[config.mk]
export PLATFORM = sky130hd
export DESIGN_NAME = settle_timer
export DESIGN_NICKNAME = d
export VERILOG_FILES = /design/src/rtl/or_gate_checker_settle_timer.sv
export SDC_FILE = /design/constraint.sdc
export NUM_CORES = 1
export LEC_CHECK = 0
export ABC_AREA = 1
export ABC_CLOCK_PERIOD_IN_PS = 1800
export CAP_MARGIN = 20
export CORE_AREA = 2 2 39 41
export CTS_CLUSTER_DIAMETER = 80
export DETAILED_ROUTE_END_ITERATION = 7
export DIE_AREA = 0 0 41 43
export PLACE_DENSITY = 0.3
export SLEW_MARGIN = 20
export SYNTH_ARGS = -nofsm -noshare
export SYNTH_HDL_FRONTEND = slang
export SYNTH_SLANG_ARGS = --single-unit
[constraint.sdc]
create_clock -name clk -period 1.8 [get_ports clk]
set_clock_uncertainty 0.2 [all_clocks]
set_input_delay 0.36 -clock clk [delete_from_list [all_inputs] [get_ports clk]]
set_output_delay 0.36 -clock clk [all_outputs]
set_load 0.1 [all_outputs]
[src/rtl/or_gate_checker_settle_timer.sv]
// Loadable settle down-counter.
//   clk, rst_n : clock, async active-low reset
//   load       : load SETTLE_CYCLES-1 (wins over en)
//   en         : decrement by one
//   zero       : counter at terminal count
// The caller only enables the count while zero is low, so it never wraps.
module settle_timer #(
    parameter int unsigned SETTLE_CYCLES = 4
) (
    input  logic clk,
    input  logic rst_n,
    input  logic load,
    input  logic en,
    output logic zero
);

    localparam int CNT_W = $clog2(SETTLE_CYCLES + 1);

    logic [CNT_W-1:0] cnt_q;

    always_ff @(posedge clk or negedge rst_n) begin
        if (!rst_n) begin
            cnt_q <= '0;
        end else if (load) begin
            cnt_q <= CNT_W'(SETTLE_CYCLES - 1);
        end else if (en) begin
            cnt_q <= cnt_q - CNT_W'(1);
        end
    end

    assign zero = (cnt_q == '0);

endmodule

Yosys cells after proc, flatten, opt, wreduce, memory -nomap -nowiden
Index checks and enable logic that the tools add are counted.
Operators by class
  add/subtract/negate cells: 1
  mux-type cells: 2
  reduce and logical (&&, ||, !) cells: 2
Operator list (count)
  $mux W3: 2
  $logic_not A3 Y1: 1
  $sub A3 B1 Y3 const B: 1
  $reduce_bool A2 Y1: 1
Word-level totals
  register bits after elaboration: 3
  input port bits: 4
  output and inout bits: 1
  logic and storage cells: 6

Depth between registers and ports, before layout
Gate-level depths: netlist of the first run.
  depth after elaboration: 3
  gate-level depth with buffers: 6

Worst setup path before layout of the first run
Ideal clock, no wire load.
  kind: reg2out
  start: register cnt_q[0]
  end: output port zero
  arrival time: 1330 ps
  required time: 1240 ps
  setup slack: -90 ps
  stages on the path, launching flop included: 4
  cell sequence: dfrtp_1 inv_1 ha_1 ha_1
Between the ends
  word-level cells in the longest chain between the ends: 1
Ends and longest elaborated chain
  start, declared: RTL line 19  | logic [CNT_W-1:0] cnt_q;
  start signal, assigned: RTL line 25  | cnt_q <= CNT_W'(SETTLE_CYCLES - 1);
  start signal, assigned: RTL line 27  | cnt_q <= cnt_q - CNT_W'(1);
  $logic_not A3 Y1: RTL line 31  | assign zero = (cnt_q == '0);
  end, declared: RTL line 14  | output logic zero
No other way between the ends.

Final worst setup path of the first run
Ends and elaborated chain as after synthesis.

==> impl_metrics.env, run 1 <==
export IMPL_regMostFlops="cnt_q"
export IMPL_crit_fanout=2
export IMPL_num_antenna_cells=0
export IMPL_critical_path_required_ps=1240
export IMPL_maxCapViolCount=0
export IMPL_place_gp_congestion=0.557
export IMPL_ys_warn_count=0
export IMPL_cp_slowest_stage_delay_ps=360
export IMPL_dieArea_mm2=0.00176
export IMPL_final_area_um2=274
export IMPL_cts_tree="done"
export IMPL_finalCritPeriodShare=0.961
export IMPL_dpl_cell_count=41
export IMPL_fmax_mhz=578
export IMPL_syn_to_final_growth_pct=68.5
export IMPL_grt_pass1_wl_um=552
export IMPL_place_area_um2=235
export IMPL_antenna_left=0
export IMPL_drc=0
export IMPL_hp_class="in2async"
export IMPL_fin_crit_ps=1730
export IMPL_ys_seq_elements=3
export IMPL_routed_wirelength_um=296
export IMPL_grt_max_degree=6
export IMPL_status="completed"
export IMPL_tightest_slew_ps=160
export IMPL_yosysUniqueCellTypes=6
export IMPL_cts_sinks=3
export IMPL_port_buffers=4
export IMPL_final_core_util=0.198
export IMPL_path_clk_slew_ps=40
export IMPL_clock_latency_ps=230
export IMPL_layout_common_cells="6 x inv_1, 6 x nand2_1, 3 x clkbuf_4, 3 x dfrtp_1, 3 x clkdlybuf4s50_1"
export IMPL_numCtsBuffers=3
export IMPL_cts_root_buf="clkbuf_4"
export IMPL_num_io_pins=5
export IMPL_nNetsFinal=36
export IMPL_rsz0062_at_grt="no"
export IMPL_antenna_found_initial=0
export IMPL_overflow=0
export IMPL_avgSynthCellArea_um2=7.75
export IMPL_cpMaxStageDelayCell="dfrtp_1"
export IMPL_initialDrtViolationCount=4
export IMPL_finalHoldViolations=0
export IMPL_p_leak_nw=0.140
export IMPL_power_density_mw_per_mm2=840
export IMPL_vias_per_cell=3.18
export IMPL_fp_row_count=14
export IMPL_fin_tns_setup_ps=0
export IMPL_grt_usage=0.0544
export IMPL_synth_cells=21
export IMPL_grt_pass1_vias=146
export IMPL_wl_per_cell_um=6.58
export IMPL_ir_drop_mv=0.240
export IMPL_cts_max_level=1
export IMPL_max_slew_margin=0.893
export IMPL_start_kind="register"
export IMPL_vias=143
export IMPL_drive_gt1_frac=0.207
export IMPL_rrSetupSlack_ps=510
export IMPL_arrival_ps=1170
export IMPL_top_regs="cnt_q: 3 flops"
export IMPL_crit_path_end_kind="output pin"
export IMPL_die_x_um=41
export IMPL_die_y_um=43
export IMPL_clock_path_buffers=2
export IMPL_drt_pass1_iter_count=4
export IMPL_crit_chain="inv_1 -> ha_2 -> ha_4 -> buf_12"
export IMPL_setup_viol=0
export IMPL_fin_cells=45
export IMPL_syn_area_um2=163
export IMPL_fp_coreArea_mm2=0.00138
export IMPL_fillers=152
export IMPL_seq_area_frac_synth=0.462
export IMPL_syn_num_nets=27
export IMPL_largest_register_ffs=3
export IMPL_dpl_hpwl_um=238
export IMPL_slew_viol_final=0
export IMPL_start_util=0.118
export IMPL_crit_type="reg2out"
## final timing paths
path / from / to / cells past startpoint
max in group asynchronous: rst_n / cnt_q[0] / 1
min reg2reg: cnt_q[0] / cnt_q[0] / 2
max reg2reg: cnt_q[0] / cnt_q[2] / 6
min in group clk: cnt_q[0] / cnt_q[0] / 2
max: cnt_q[0] / zero / 4
min: rst_n / cnt_q[1] / 1
## power breakdown
group          internal (W)  total (W)  leakage [nW]  switching (W)
Clock             0.0000829   0.000115        0.0150      0.0000321
Sequential        0.0000730  0.0000754        0.0337     0.00000242
Combinational     0.0000181  0.0000396        0.0912      0.0000215
## routing by layer
metal,part of all wire,track usage,vias up
met4,0,0.0600,0
met5,0,0,-
met1,0.45,0.0617,61
met2,0.40,0.0500,5
li1,-,-,77
met3,0.14,0.0524,0
## stage by stage
stage	hold WS, ps	total power [W]	worst slack, ps
final	113	0.000230	70.3
after global routing	105	0.000252	4.63
after CTS	108	0.000235	34.0
after detailed placement	291	0.000114	284
after global placement	293	0.000113	293
after floorplan	-136	0.0000984	177
## worst max-delay path, delay by kind of cell (launching register included)
| kind | cells | cell delay [ps] |
|---|---|---|
| flops | 1 | 360 |
| fa+ha+maj | 2 | 340 |
| buf+inv | 2 | 240 |
## cells by family after synthesis
| group | Yosys count | synth area share |
|---|---|---|
| and+or+nand+nor | 10 | 0.246 |
| buffers and inverters | 6 | 0.138 |
| DFF | 3 | 0.462 |
| adders and majority gates | 2 | 0.154 |
## layout make-up
cell class | instances | area, µm² | share of cell area
Timing Repair Buffer | 4 | 50.0 | 0.183
Tap cell | 16 | 20.0 | 0.0731
Clock buffer | 4 | 26.3 | 0.0959
Multi-Input combinational cell | 12 | 80.1 | 0.292
Inverter | 6 | 22.5 | 0.0822
Sequential cell | 3 | 75.1 | 0.274
## synthesized netlist by cell type, drive strengths merged
| library cell | n | share of area |
|---|---|---|
| nand2 | 6 | 0.14 |
| dfrtp | 3 | 0.46 |
| nand3 | 2 | 0.062 |
| ha | 2 | 0.15 |
| inv | 6 | 0.14 |
| nor2 | 2 | 0.046 |
## repair_timing
| item | in CTS | in global routing |
|---|---|---|
| hold buffers | 0 | 0 |
| buffers inserted | 0 | 0 |
| endpoints found under the setup margin | 0 | 1 |
| resized for setup | 0 | 2 |
Power figures use the tool's default switching activity.
==> run 2, diff against run 1 <==
--- a/config.mk
+++ b/config.mk
@@ -6,7 +6,7 @@
 export NUM_CORES = 1
 export LEC_CHECK = 0
 export ABC_AREA = 1
-export ABC_CLOCK_PERIOD_IN_PS = 1800
+export ABC_CLOCK_PERIOD_IN_PS = 2150
 export CAP_MARGIN = 20
 export CORE_AREA = 2 2 39 41
 export CTS_CLUSTER_DIAMETER = 80
==> constraint.sdc (replaced) <==
create_clock -name clk -period 2.15 [get_ports clk]
set_clock_uncertainty 0.2 [all_clocks]
set_input_delay 0.43 -clock clk [delete_from_list [all_inputs] [get_ports clk]]
set_output_delay 0.43 -clock clk [all_outputs]
set_load 0.1 [all_outputs]
==> impl_metrics.env, run 2 (synthesized netlist as in run 1, its figures left out) <==
export IMPL_status="completed"
export IMPL_cts_sinks=3
export IMPL_place_gp_congestion=0.558
export IMPL_cts_hold_buf=0
export IMPL_fin_crit_ps=1830
export IMPL_cts_resized=0
export IMPL_hp_class="in2async"
export IMPL_num_io_pins=5
export IMPL_clock_latency_ps=230
export IMPL_antenna_left=0
export IMPL_drive_gt1_frac=0.138
export IMPL_fp_row_count=14
export IMPL_drc=0
export IMPL_ir_drop_mv=0.214
export IMPL_path_clk_slew_ps=40
export IMPL_cp_slowest_stage_delay_ps=330
export IMPL_die_y_um=43
export IMPL_power_total_w=0.000192
export IMPL_finalHoldViolations=0
export IMPL_regMostFlops="cnt_q"
export IMPL_p_clk_frac=0.512
export IMPL_antenna_found_initial=0
export IMPL_drt_pass1_iter_count=2
export IMPL_largest_register_ffs=3
export IMPL_arrival_ps=1200
export IMPL_numCtsBuffers=3
export IMPL_fp_coreArea_mm2=0.00138
export IMPL_finalCritPeriodShare=0.851
export IMPL_seqPwrFrac=0.329
export IMPL_rrSetupSlack_ps=840
export IMPL_cpMaxStageDelayCell="dfrtp_1"
export IMPL_fin_cells=45
export IMPL_power_density_mw_per_mm2=741
export IMPL_wl_per_cell_um=6.91
export IMPL_final_area_um2=259
export IMPL_start_util=0.118
export IMPL_dieArea_mm2=0.00176
export IMPL_switchingPower_w=0.0000475
export IMPL_fmax_mhz=547
export IMPL_cts_tree="done"
export IMPL_initialDrtViolationCount=2
export IMPL_critical_path_required_ps=1520
export IMPL_setup_viol=0
export IMPL_p_int_w=0.000144
export IMPL_port_buffers=4
export IMPL_num_antenna_cells=0
export IMPL_cts_setup_buffers=0
export IMPL_crit_chain="inv_1 -> ha_1 -> ha_1 -> buf_12"
export IMPL_clock_path_buffers=2
export IMPL_grt_max_degree=6
export IMPL_grt_pass1_wl_um=641
export IMPL_crit_path_end_kind="output pin"
export IMPL_syn_to_final_growth_pct=59.2
export IMPL_hold_slack_ps=179
export IMPL_crit_fanout=2
export IMPL_layout_common_cells="6 x inv_1, 6 x nand2_1, 3 x clkbuf_4, 3 x dfrtp_1, 3 x clkdlybuf4s50_1"
export IMPL_combPwrFrac=0.158
export IMPL_rsz0062_at_grt="no"
export IMPL_vias=138
export IMPL_top_regs="cnt_q: 3 flops"
export IMPL_maxCapViolCount=0
export IMPL_start_kind="register"
export IMPL_fillers=157
export IMPL_max_slew_margin=0.882
export IMPL_die_x_um=41
export IMPL_fin_tns_setup_ps=0
export IMPL_slew_viol_final=0
export IMPL_switching_share=0.248
export IMPL_rr_worst_depth=6
export IMPL_place_area_um2=233
export IMPL_cts_max_level=1
export IMPL_crit_type="reg2out"
export IMPL_grt_usage=0.0624
export IMPL_grt_pass1_vias=173
export IMPL_dpl_cell_count=41
export IMPL_tightest_slew_ps=177
export IMPL_crit_path_frequent_cell="ha_1"
export IMPL_vias_per_cell=3.07
export IMPL_nNetsFinal=36
export IMPL_p_leak_nw=0.142
export IMPL_cts_root_buf="clkbuf_4"
export IMPL_overflow=0
export IMPL_routed_wirelength_um=311
-- run 2: cell count changes in the layout (fill, tap and decap cells not counted) --
cell  before  now
ha_4       1    0
ha_2       1    0
ha_1       0    2
-- run 2: worst paths after layout --
kind                                  to      from
min in group clk                cnt_q[0]  cnt_q[0]
max in group asynchronous       cnt_q[0]     rst_n
worst min-delay path            cnt_q[1]     rst_n
worst max register to register  cnt_q[2]  cnt_q[0]
worst min register to register  cnt_q[0]  cnt_q[0]
worst max-delay path                zero  cnt_q[0]
-- run 2: power groups by stage --
| stage | logic, W | registers [W] | clock network [W] |
|---|---|---|---|
| detailed placement | 0.0000311 | 0.0000639 | 0 |
| global placement | 0.0000304 | 0.0000638 | 0 |
| CTS | 0.0000313 | 0.0000632 | 0.000105 |
| global route | 0.0000353 | 0.0000637 | 0.000113 |
| floorplan | 0.0000184 | 0.0000635 | 0 |
| finish | 0.0000304 | 0.0000631 | 0.0000983 |
-- run 2: layout make-up --
| type | instances | area [µm²] | area share |
|---|---|---|---|
| clock buffers | 4 | 26.3 | 0.101 |
| flip-flops and latches | 3 | 75.1 | 0.290 |
| multi-input cells | 12 | 65.1 | 0.251 |
| inverters | 6 | 22.5 | 0.0870 |
| well taps | 16 | 20.0 | 0.0773 |
| repair buffers | 4 | 50.0 | 0.193 |
-- run 2: critical path, delay by kind of cell, from the launching register on --
family,cells,cell delay [ps]
adders and majority gates,2,410
buffers and inverters,2,230
DFF,1,330
-- run 2: per-stage QoR --
step,setup WS [ps],util
3_5_place_dp,549,0.168
5_1_grt,239,0.187
2_1_floorplan,190,-
4_1_cts,296,0.187
3_3_place_gp,567,0.168
6_report,321,0.187
-- run 2: layer usage --
metal | GRT usage | vias up | share of wire
met5 | 0 | - | 0
met4 | 0.0800 | 0 | 0
met3 | 0.0524 | 0 | 0.12
met2 | 0.0625 | 5 | 0.43
met1 | 0.0649 | 56 | 0.44
li1 | - | 77 | -
